==> config.mk <==
export PLATFORM = sky130hd
export DESIGN_NAME = ball_motion_sequencer
export DESIGN_NICKNAME = d
export VERILOG_FILES = /design/src/rtl/ball_motion_sequencer.sv
export SDC_FILE = /design/constraint.sdc
export NUM_CORES = 1
export LEC_CHECK = 0
export BUFFER_PORTS_ARGS = -buffer_cell sky130_fd_sc_hd__buf_2
export CAP_MARGIN = 20
export CORE_UTILIZATION = 58
export CTS_CLUSTER_SIZE = 8
export DETAILED_ROUTE_END_ITERATION = 8
export PLACE_DENSITY_LB_ADDON = 0.08
export SETUP_SLACK_MARGIN = 0.2
export SLEW_MARGIN = 10
export SYNTH_ARGS = -nofsm -noshare
export SYNTH_HDL_FRONTEND = slang
export SYNTH_SLANG_ARGS = --single-unit
export TNS_END_PERCENT = 10
==> constraint.sdc <==
create_clock -name clk -period 3 [get_ports clk]
set_clock_uncertainty 0.1 [all_clocks]
set_input_delay 0.45 -clock clk [delete_from_list [all_inputs] [get_ports clk]]
set_output_delay 0.45 -clock clk [all_outputs]
set_load 0.05 [all_outputs]
==> src/rtl/ball_motion_sequencer.sv <==
`timescale 1ns/1ps
// ---------------------------------------------------------------------------
// ball_motion_sequencer
//
// Purpose: moves a square ball around a visible frame once per video frame.
// The direction, speed and enable inputs are sampled when frame_tick
// arrives. The ball is then moved one pixel per cycle on each active axis,
// for `speed` cycles. A step that would put the ball outside the visible
// area is dropped on that axis only, and the wall_hit output reports it at
// the end of the frame.
//
// Ports:
//   clk, rst_n          system clock, asynchronous active-low reset
//   frame_tick          one-cycle pulse at start of vertical blank
//   enable              motion enable (sampled with frame_tick)
//   up/down/left/right  direction requests (sampled with frame_tick)
//   speed[3:0]          pixels per frame (sampled with frame_tick)
//   ballX[9:0]          ball top-left X, registered
//   ballY[8:0]          ball top-left Y, registered
//   busy                high whenever a frame sequence is in progress
//   wall_hit            one-cycle pulse in DONE if any step was blocked
//   overrun             one-cycle pulse after a frame_tick that was dropped
// ---------------------------------------------------------------------------
module ball_motion_sequencer #(
  parameter int H_ACTIVE  = 640,
  parameter int V_ACTIVE  = 480,
  parameter int BALL_SIZE = 8,
  parameter int START_X   = 320,
  parameter int START_Y   = 240
) (
  input  logic       clk,
  input  logic       rst_n,
  input  logic       frame_tick,
  input  logic       enable,
  input  logic       up,
  input  logic       down,
  input  logic       left,
  input  logic       right,
  input  logic [3:0] speed,
  output logic [9:0] ballX,
  output logic [8:0] ballY,
  output logic       busy,
  output logic       wall_hit,
  output logic       overrun
);

  // Bounds are compared at 11 bits so that 0-1 shows up as a large value
  // and max+1 stays representable; neither case can wrap into range.
  localparam logic [10:0] X_MAX   = 11'(H_ACTIVE - BALL_SIZE);
  localparam logic [10:0] Y_MAX   = 11'(V_ACTIVE - BALL_SIZE);
  localparam logic [9:0]  X_START = 10'(START_X);
  localparam logic [8:0]  Y_START = 9'(START_Y);

  typedef enum logic [1:0] {
    IDLE  = 2'd0,
    LATCH = 2'd1,
    STEP  = 2'd2,
    DONE  = 2'd3
  } state_t;

  state_t      state_q, state_d;
  logic [9:0]  x_q, x_d;
  logic [8:0]  y_q, y_d;
  logic [3:0]  cnt_q, cnt_d;
  logic [3:0]  spd_q, spd_d;
  logic        en_q, en_d;
  logic        x_pos_q, x_pos_d;
  logic        x_neg_q, x_neg_d;
  logic        y_pos_q, y_pos_d;
  logic        y_neg_q, y_neg_d;
  logic        blocked_q, blocked_d;
  logic        overrun_q, overrun_d;

  logic [10:0] x_wide, x_next;
  logic [10:0] y_wide, y_next;

  // State and datapath registers; reset places the ball at its start
  // position and abandons any sequence in flight.
  always_ff @(posedge clk or negedge rst_n) begin
    if (!rst_n) begin
      state_q   <= IDLE;
      x_q       <= X_START;
      y_q       <= Y_START;
      cnt_q     <= 4'd0;
      spd_q     <= 4'd0;
      en_q      <= 1'b0;
      x_pos_q   <= 1'b0;
      x_neg_q   <= 1'b0;
      y_pos_q   <= 1'b0;
      y_neg_q   <= 1'b0;
      blocked_q <= 1'b0;
      overrun_q <= 1'b0;
    end else begin
      state_q   <= state_d;
      x_q       <= x_d;
      y_q       <= y_d;
      cnt_q     <= cnt_d;
      spd_q     <= spd_d;
      en_q      <= en_d;
      x_pos_q   <= x_pos_d;
      x_neg_q   <= x_neg_d;
      y_pos_q   <= y_pos_d;
      y_neg_q   <= y_neg_d;
      blocked_q <= blocked_d;
      overrun_q <= overrun_d;
    end
  end

  // Next-state and datapath logic. The direction flags are one-hot per
  // axis (both clear means no motion on that axis). The inputs are taken
  // on the frame_tick edge, so any later change on them cannot affect a
  // frame that has already started.
  always_comb begin
    state_d   = state_q;
    x_d       = x_q;
    y_d       = y_q;
    cnt_d     = cnt_q;
    spd_d     = spd_q;
    en_d      = en_q;
    x_pos_d   = x_pos_q;
    x_neg_d   = x_neg_q;
    y_pos_d   = y_pos_q;
    y_neg_d   = y_neg_q;
    blocked_d = blocked_q;
    overrun_d = frame_tick && (state_q != IDLE);

    x_wide = {1'b0, x_q};
    y_wide = {2'b00, y_q};
    x_next = x_wide;
    y_next = y_wide;
    if (x_pos_q) begin
      x_next = x_wide + 11'd1;
    end else if (x_neg_q) begin
      x_next = x_wide - 11'd1;
    end
    if (y_pos_q) begin
      y_next = y_wide + 11'd1;
    end else if (y_neg_q) begin
      y_next = y_wide - 11'd1;
    end

    case (state_q)
      IDLE: begin
        if (frame_tick) begin
          state_d = LATCH;
          en_d    = enable;
          spd_d   = speed;
          x_pos_d = right & ~left;
          x_neg_d = left & ~right;
          y_pos_d = down & ~up;
          y_neg_d = up & ~down;
        end
      end

      LATCH: begin
        cnt_d = spd_q;
        if (en_q && (spd_q != 4'd0) &&
            (x_pos_q || x_neg_q || y_pos_q || y_neg_q)) begin
          state_d = STEP;
        end else begin
          state_d = DONE;
        end
      end

      // An underflowed coordinate (0-1) reads as a value far above the
      // bound, so one unsigned compare covers both edges of each axis.
      STEP: begin
        if (x_pos_q || x_neg_q) begin
          if (x_next > X_MAX) begin
            blocked_d = 1'b1;
          end else begin
            x_d = x_next[9:0];
          end
        end
        if (y_pos_q || y_neg_q) begin
          if (y_next > Y_MAX) begin
            blocked_d = 1'b1;
          end else begin
            y_d = y_next[8:0];
          end
        end
        cnt_d = cnt_q - 4'd1;
        if (cnt_q <= 4'd1) begin
          state_d = DONE;
        end
      end

      DONE: begin
        blocked_d = 1'b0;
        state_d   = IDLE;
      end

      default: begin
        state_d = IDLE;
      end
    endcase
  end

  assign ballX    = x_q;
  assign ballY    = y_q;
  assign busy     = (state_q != IDLE);
  assign wall_hit = (state_q == DONE) && blocked_q;
  assign overrun  = overrun_q;

endmodule

# ---- Word-level counts from Yosys, hierarchy flattened
# Index checks and enable logic that the tools add are counted.
dict set report word_totals {
  in_bits 12
  wordCells 66
  regBits 36
  output_inout_bits 22
}
dict set report op_classes {
  addsub 5
  bitwise 10
  n_eq_ne 5
  reduce_logical 17
  mux 14
  magnitude_cmp 3
}
# cell n
set op_table {}
lappend op_table {{$mux W11} 4}
lappend op_table {{$add A10 B1 Y11 const B} 1}
lappend op_table {{$gt A11 B10 Y1 const B} 1}
lappend op_table {{$gt A11 B9 Y1 const B} 1}
lappend op_table {{$sub A10 B1 Y11 const B} 1}
lappend op_table {{$add A9 B1 Y10 const B} 1}
lappend op_table {{$sub A9 B1 Y10 const B} 1}
lappend op_table {{$pmux W2 S4} 1}
lappend op_table {{$pmux W4 S2} 1}
lappend op_table {{$not A1 Y1} 6}
lappend op_table {{$reduce_and A3 Y1} 2}
lappend op_table {{$reduce_bool A2 Y1} 3}
lappend op_table {{$mux W1} 5}
lappend op_table {{$and A1 B1 Y1} 4}
lappend op_table {{$eq A2 B2 Y1 const B} 2}
lappend op_table {{$le A4 B1 Y1 const B} 1}
lappend op_table {{$logic_and A1 B1 Y1} 4}
lappend op_table {{$logic_or A1 B1 Y1} 4}
lappend op_table {{$mux W2} 2}
lappend op_table {{$ne A2 B2 Y1 const B} 2}
lappend op_table {{$reduce_and A2 Y1} 2}
lappend op_table {{$reduce_bool A4 Y1} 1}
lappend op_table {{$sub A4 B1 Y4 const B} 1}
lappend op_table {{$eq A2 B1 Y1 const B} 1}
lappend op_table {{other kinds (2)} 2}

# ---- Longest topological paths before layout
# Gate-level depths: netlist of run 1.
dict set report logic_depth {
  ltp_word 9
  depth_mapped 10
  ltp_nobuf 9
}

# ---- Worst setup path after synthesis of run 1
# No wires, ideal clock.
dict set report synth_path {
  path_kind {reg2reg}
  start {reg y_q[0], in the netlist ballY[0]}
  end {reg y_q[8], in the netlist ballY[8]}
  setup_time_ps 128
  required_ps 2772
  n_path_buf 1
  stages_incl_launch_ff 11
  t_arrival_ps 2732
  synth_period_minus_slack_ps 2959
  path_slack_ps 41
  path_cell_list {dfrtp_1 > clkbuf_1 > inv_1 > ha_1 > and3b_1 > and4_1 > a211oi_1 > nand4_1 > o211ai_2 > nand2b_1 > mux2_1}
}
dict set report synth_via {
  elab_chain_len 6
  elab_cells_between_ends 7
  cone_classes {2 x add/sub; 1 x order compare; 2 x mux; 1 x bitwise; 1 x reduce/logical}
}
# item line
set synth_rtl {}
lappend synth_rtl {{start: declaration} 63} ;# logic [8:0] y_q, y_d;
lappend synth_rtl {{start signal: assignment} 96} ;# y_q <= y_d;
lappend synth_rtl {{$sub A9 B1 Y10} 139} ;# y_next = y_wide - 11'd1;
lappend synth_rtl {{$mux W11} 138} ;# end else if (y_neg_q) begin
lappend synth_rtl {{$mux W11 *} 136} ;# if (y_pos_q) begin
lappend synth_rtl {{$gt A11 B9 Y1} 176} ;# if (y_next > Y_MAX) begin
lappend synth_rtl {{$not A1 Y1 (no line)} n/a}
lappend synth_rtl {{$reduce_and A3 Y1 (no line)} n/a}
# Mark *: on every way between the ends. The rest lies on a longest branch, timed or not.
# A chain may end at the register's enable or synchronous reset.

# ---- Worst setup path in the final report of run 1
dict set report layout_path {
  start {reg x_q[0], in the netlist ballX[0]}
  end {reg x_q[1], in the netlist ballX[1]}
}
dict set report layout_via {
  elab_chain_len 6
  elab_cells_between_ends 7
  cone_classes {2 x add/sub; 1 x order compare; 2 x mux; 1 x bitwise; 1 x reduce/logical}
}
# item line
set layout_rtl {}
lappend layout_rtl {{start: declaration} 62} ;# logic [9:0] x_q, x_d;
lappend layout_rtl {{start signal: assignment} 82} ;# x_q <= X_START;
lappend layout_rtl {{start signal: assignment} 95} ;# x_q <= x_d;
lappend layout_rtl {{$sub A10 B1 Y11} 134} ;# x_next = x_wide - 11'd1;
lappend layout_rtl {{$mux W11} 133} ;# end else if (x_neg_q) begin
lappend layout_rtl {{$mux W11 *} 131} ;# if (x_pos_q) begin
lappend layout_rtl {{$gt A11 B10 Y1} 169} ;# if (x_next > X_MAX) begin
lappend layout_rtl {{$not A1 Y1 (no line)} n/a}
lappend layout_rtl {{$reduce_and A3 Y1 (no line)} n/a}
# Marked as above.

==> metrics, run 1 <==
Synth Cell Area=2610 um^2; Post-synth EDFFs=0; clock buffer depth=2; hold buffers post-CTS=0; DRC violations left=0; routability cong.=0.792; Netlist cell types=66; Detail Route Antenna Nets=0; overall routing resource usage=23.1%; placed wire-length estimate=3830 um; Final Max Tran Viols=0; post-synthesis sequential area ratio=34.8%; CP arrival=2790 ps; slew margin rel.=43.2%; final setup fails=0; Syn Area/Cell=9.30 um^2; critical path type=reg2reg; clk root buf=clkbuf_8; routed len/inst=15.0 um; DR vias=2137; ys async rst share=100%; Die X=69.1 um; post-synthesis register bit count=36; Crit. End Element=flip-flop; min Tclk post-route=2660 ps; status=complete, no violations; vias per cell=5.92; vias in the first global route=1890; row cnt=24; die height=69.1 um; Filler Cells Inserted=367; HP Class=in2async; Max VDD drop=0.000523 V; Max-Cap Viols=0; Clk Latency, worst-skew pair=290 ps; Final Hold Viols=0; Synthesized Nets=303; clk sinks=36; RSZ-0062 raised after global routing=yes; fraction of layout cells with a size suffix above 1=26.2%; io pins=34; core area=4350 um^2; drt first-iter violations=130; fin crit share=88.8%; CTS tree=yes; Tot Pwr=0.00303 W; Crit Path Max Fanout=12; ys flop type=dfrtp_1; CP startpoint kind=flip-flop; Static Leak=1.26 nW; Fin Setup TNS=0 ps; TritonCTS buffer count=5; pin count of the biggest net entering global routing=37; GRT Residual Overflow=0; initial antenna violation count=0; Syn Inst Count=281; die area=4780 um^2; number of diodes=0; first-pass GRT wire length=8900 um; slew at the pin closest to its max-slew limit=851 ps; Synth-to-Final Area Change=12.0%; CTS clk-pin slew, worst paths=80 ps; Pre-antenna DRT Iters=4; CP required=3130 ps; final hold slack=163 ps; final WL=5410 um; nets@finish=330; initial core utilization=60.0%; Max Freq=375 MHz; Power Dens Cells=1040 nW/um^2; H-Tree Level Count=2; Syn. warnings=0; Port Buffer Count=33
registers in the layout (all words and copies together) (netlist names):
signal and flops:
x_pos_q 1, cnt_q 4, overrun 1, x_neg_q 1, ballX 10, en_q 1, spd_q 4, blocked_q 1
y_neg_q 1, state_q 2, y_pos_q 1, ballY 9
cell families after synthesis:
group	share of synthesized area [%]
DFF	34.8
AOI/OAI and AO/OA	18.1
adders and majority gates	4.79
buffers and inverters	5.36
xor gates and xnor gates	6.71
and+or+nand+nor	26.5
muxes	3.78
final timing paths:
| check | start | to | slack [ps] | depth (start not counted) |
|---|---|---|---|---|
| max | ballX[0] | ballX[1] | 340 | 10 |
| min | rst_n | ballX[4] | 160 | 1 |
| max reg2reg | ballX[0] | ballX[1] | 340 | 10 |
| min reg2reg | en_q | en_q | 420 | 1 |
| max in group asynchronous | rst_n | ballY[0] | 2050 | 1 |
| min in group clk | speed[1] | spd_q[1] | 290 | 2 |
repair_timing:
item                                    CTS  global route
resized for setup                         0             3
endpoints found under the setup margin    0            16
hold endpoints to repair                  0             0
buffers inserted                          0             0
final cells by class:
class,count,area (um^2),area share [%]
Multi-Input combinational cell,212,1580,53.8
Sequential cell,36,912,31.2
Timing Repair Buffer,39,210,7.18
Clock buffer,5,68.8,2.35
Tap cell,52,65.1,2.22
Inverter,14,52.6,1.80
Clock inverter,3,42.5,1.45
where the power goes:
group / leakage (nW) / total, W / switching, W / internal, W
Clock: 0.0541 / 0.000432 / 0.000186 / 0.000246
Combinational: 0.777 / 0.00157 / 0.00101 / 0.000561
Sequential: 0.430 / 0.00103 / 0.000321 / 0.000708
Total: 1.26 / 0.00303 / 0.00152 / 0.00151
worst max-delay path, cell delays in order, from the launching register on:
cell	delay, ps
dfrtp_1	470
inv_1	120
ha_1	250
and4bb_1	260
a32oi_1	210
o211ai_1	110
o211ai_1	170
a31oi_2	120
buf_4	210
or4_1	470
nand4_1	100
synth_stat cells, types with 3 or more instances:
cell	number	area (um^2)
a21oi_1	6	30.0
a31oi_1	5	31.3
and2_1	4	25.0
and3_1	3	18.8
and4_1	5	43.8
clkbuf_1	15	56.3
dfrtp_1	30	751
dfstp_2	6	158
ha_1	10	125
inv_1	14	52.6
mux2_2	5	56.3
nand2_1	17	63.8
nand2b_1	9	56.3
nand3_1	13	65.1
nand4_1	8	50.1
nor2_1	12	45.0
nor3_1	7	35.0
nor3b_1	3	22.5
nor4_2	3	37.5
o211ai_1	5	37.5
o21ai_0	17	85.1
o22ai_1	4	25.0
or2_2	4	25.0
or3_1	5	31.3
xnor2_1	7	61.3
xor2_1	13	114
per-stage QoR:
step	utilization [%]	setup slack, ps	instances	instance area, um^2
detailed placement	64.4	265	353	2800
global route	67.2	143	361	2930
CTS	66.9	242	361	2910
global placement	64.4	314	353	2800
finish	67.2	335	361	2930
floorplan	-	163	281	2620
metal layers:
layer  GRT usage [%]  routed length [um]  up-vias
met3            3.65                 152        6
met1            33.0                2710      999
li1                -                   -     1088
met2            35.9                2490       44
met5               0                   0        -
met4            7.48                  54        0
placed cells by master, fill, tap and decap left out, drive strengths merged, types with 9 or more instances in the layout:
cell type,n
dfrtp,30
nand2b,9
nand3,13
ha,10
nor2,12
o21ai,19
inv,14
nand2,17
xor2,13
buf,39
(Power assumes the default switching activity.)
==> run 2: changes to the inputs <==
--- a/config.mk
+++ b/config.mk
@@ -5,9 +5,10 @@
 export SDC_FILE = /design/constraint.sdc
 export NUM_CORES = 1
 export LEC_CHECK = 0
-export BUFFER_PORTS_ARGS = -buffer_cell sky130_fd_sc_hd__buf_2
+export BUFFER_PORTS_ARGS = -buffer_cell sky130_fd_sc_hd__buf_4
 export CAP_MARGIN = 20
 export CORE_UTILIZATION = 58
+export CTS_CLUSTER_DIAMETER = 120
 export CTS_CLUSTER_SIZE = 8
 export DETAILED_ROUTE_END_ITERATION = 8
 export PLACE_DENSITY_LB_ADDON = 0.08
==> run 2 against run 1 <==
Setup slack lost 6.0 ps. Total power grew 4.2%. Design area grew 4.5%. Non-clock buffer count grew 4. Global-route usage grew 2.0 points. Sequential share of layout area shrank 1.1 points. Clock-buffer cell count is the same. Critical path type unchanged. Critical endpoint is now ballY[8]. Largest cell class unchanged.
==> metrics, run 2 (synthesized netlist as in run 1, its figures left out) <==
status=complete, no violations; H-Tree Level Count=2 (unchanged); Crit-path slowest cell=or4_1; RSZ-0062 raised after global routing=yes; commonest non-fill, non-tap cell in the layout=buf_4; core area=4350 um^2 (unchanged); Power Dens Cells=1030 nW/um^2 (-0.32%); Filler Cells Inserted=348 (-5.2%); CP required=3080 ps (-50 ps); delay-heaviest family, CP=simple AND/OR/NAND/NOR gates; initial core utilization=60.0% (unchanged); GRT Residual Overflow=0 (unchanged); io pins=34 (unchanged); final setup fails=0 (unchanged); TritonCTS buffer count=5 (unchanged); cell area after layout=3060 um^2 (+4.5%); vias per cell=6.06 (+2.4%); die height=69.1 um (unchanged); routability cong.=0.844 (+6.5%); clock buffer depth=2 (unchanged); routed len/inst=15.5 um (+3.5%); CTS tree=yes; Max-Cap Viols=0 (unchanged); Logic pwr share=53.1% (+1.3 points); die area=4780 um^2 (unchanged); overall routing resource usage=25.1% (+2.0 points); fin crit share=89.0% (+0.20 points); critical path type=reg2reg; final hold slack=3.11 ps (-160 ps); nets@finish=334 (+1.2%); CTS clk-pin slew, worst paths=80 ps (about the same); Sequential Power Share=33.1% (-0.8 points); Clock power frac=13.8% (-0.5 points); P_int=0.00161 W (+6.2%); initial antenna violation count=0 (unchanged); post-layout util=70.3% (+3.0 points); Pre-antenna DRT Iters=4 (unchanged); pin count of the biggest net entering global routing=37 (unchanged); first-pass GRT wire length=9590 um (+7.8%); Static Leak=1.30 nW (+2.8%); Clk Latency, worst-skew pair=300 ps (about the same); Die X=69.1 um (unchanged); fraction of layout cells with a size suffix above 1=29.4% (+3.2 points); clk sinks=36 (unchanged); Buf/Inv on CP=0 (-2); Final Max Tran Viols=0 (unchanged); DRC violations left=0 (unchanged); slowest cell delay on critical path=570 ps (+100 ps); Crit Path Max Fanout=9 (-3); final WL=5660 um (+4.7%); min Tclk post-route=2670 ps (+6.03 ps); Fin Setup TNS=0 ps (unchanged); Port Buffer Count=33 (unchanged); DR vias=2213 (+3.6%); most frequent cells in the layout=buf_4 (43), dfrtp_1 (22), nand2_1 (17), o21ai_0 (17), inv_1 (14); row cnt=24 (unchanged); slew at the pin closest to its max-slew limit=650 ps (-201 ps); Synth-to-Final Area Change=17.1%; slew margin rel.=56.7% (+13 points); CP arrival=2750 ps (-40 ps); vias in the first global route=2006 (+6.1%); CP cell instances=or4_1 -> nor3_1 -> or3_1 -> nand4_1 -> o211ai_2 -> nand2b_1 -> mux2_1; max FFs per register=10 (unchanged); Net Sw Power=0.00155 W (+2.2%); clk root buf=clkbuf_8; switch share=49.1% (-0.94 points); number of diodes=0 (unchanged); HP Class=in2async; CP startpoint kind=flip-flop; drt first-iter violations=134 (+3.1%); placed wire-length estimate=4020 um (+5.1%); Detail Route Antenna Nets=0 (unchanged); Final Hold Viols=0 (unchanged); Max VDD drop=0.000584 V (+12%); Max Freq=374 MHz (-0.23%); placed standard-cell area=2890 um^2 (+3.2%); Crit. End Element=flip-flop
run 2: cell count changes in the layout (fill, tap and decap cells not counted), moves of 5 or more:
cell | previous run | this run
buf_4 | 6 | 43
buf_2 | 33 | 0
dfrtp_1 | 27 | 22
dfrtp_2 | 3 | 8
run 2: routing by layer:
metal  part of all wire [%]  vias up  GRT usage (%)
met5                      0        -              0
met3                    3.7       13           5.12
met4                    2.2        0           10.4
li1                       -     1099              -
met2                     47       53           39.5
met1                     47     1048           33.8
run 2: final timing paths:
| kind | startpoint | endpoint | slack, ps | cells past startpoint |
|---|---|---|---|---|
| setup / recovery | ballY[3] | ballY[8] | 330 | 7 |
| max in group asynchronous | rst_n | ballX[2] | 2420 | 1 |
| hold reg to reg | en_q | en_q | 420 | 1 |
| min in group clk | speed[0] | spd_q[0] | 280 | 2 |
| setup reg to reg | ballY[3] | ballY[8] | 330 | 7 |
| hold / removal | rst_n | ballX[4] | 3 | 1 |
run 2: area by class of cell:
class | instances | area (um^2) | area share, %
multi-input combinational | 212 | 1590 | 51.9
sequential | 36 | 918 | 30.0
timing repair buffer | 43 | 323 | 10.6
clock buffer | 5 | 68.8 | 2.25
tap | 52 | 65.1 | 2.13
inverter | 14 | 52.6 | 1.72
clock inverter | 3 | 42.5 | 1.39
run 2: per-stage QoR:
stage | cells | total power (W) | setup WS [ps]
CTS | 363 | 0.00312 | 224
global route | 365 | 0.00338 | 188
detailed placement | 354 | 0.00267 | 213
global placement | 354 | 0.00262 | 278
finish | 365 | 0.00316 | 329
floorplan | 281 | 0.00223 | 163
run 2: repair_timing:
| action | CTS | global route |
|---|---|---|
| endpoints found under the setup margin | 1 | 13 |
| buffers inserted | 1 | 2 |
| hold buffers | 0 | 0 |
| gates cloned | 0 | 0 |
| endpoints found under the hold margin | 0 | 0 |
| gates resized for setup | 0 | 10 |
| pin swaps | 0 | 1 |
run 2: power by group through the flow:
stage / Combinational [W] / Clock (W) / Sequential, W
6_report: 0.00168 / 0.000437 / 0.00104
5_1_grt: 0.00182 / 0.000466 / 0.00109
4_1_cts: 0.00164 / 0.000451 / 0.00103
3_5_place_dp: 0.00163 / 0 / 0.00105
3_3_place_gp: 0.00159 / 0 / 0.00104
2_1_floorplan: 0.00103 / 0 / 0.00121
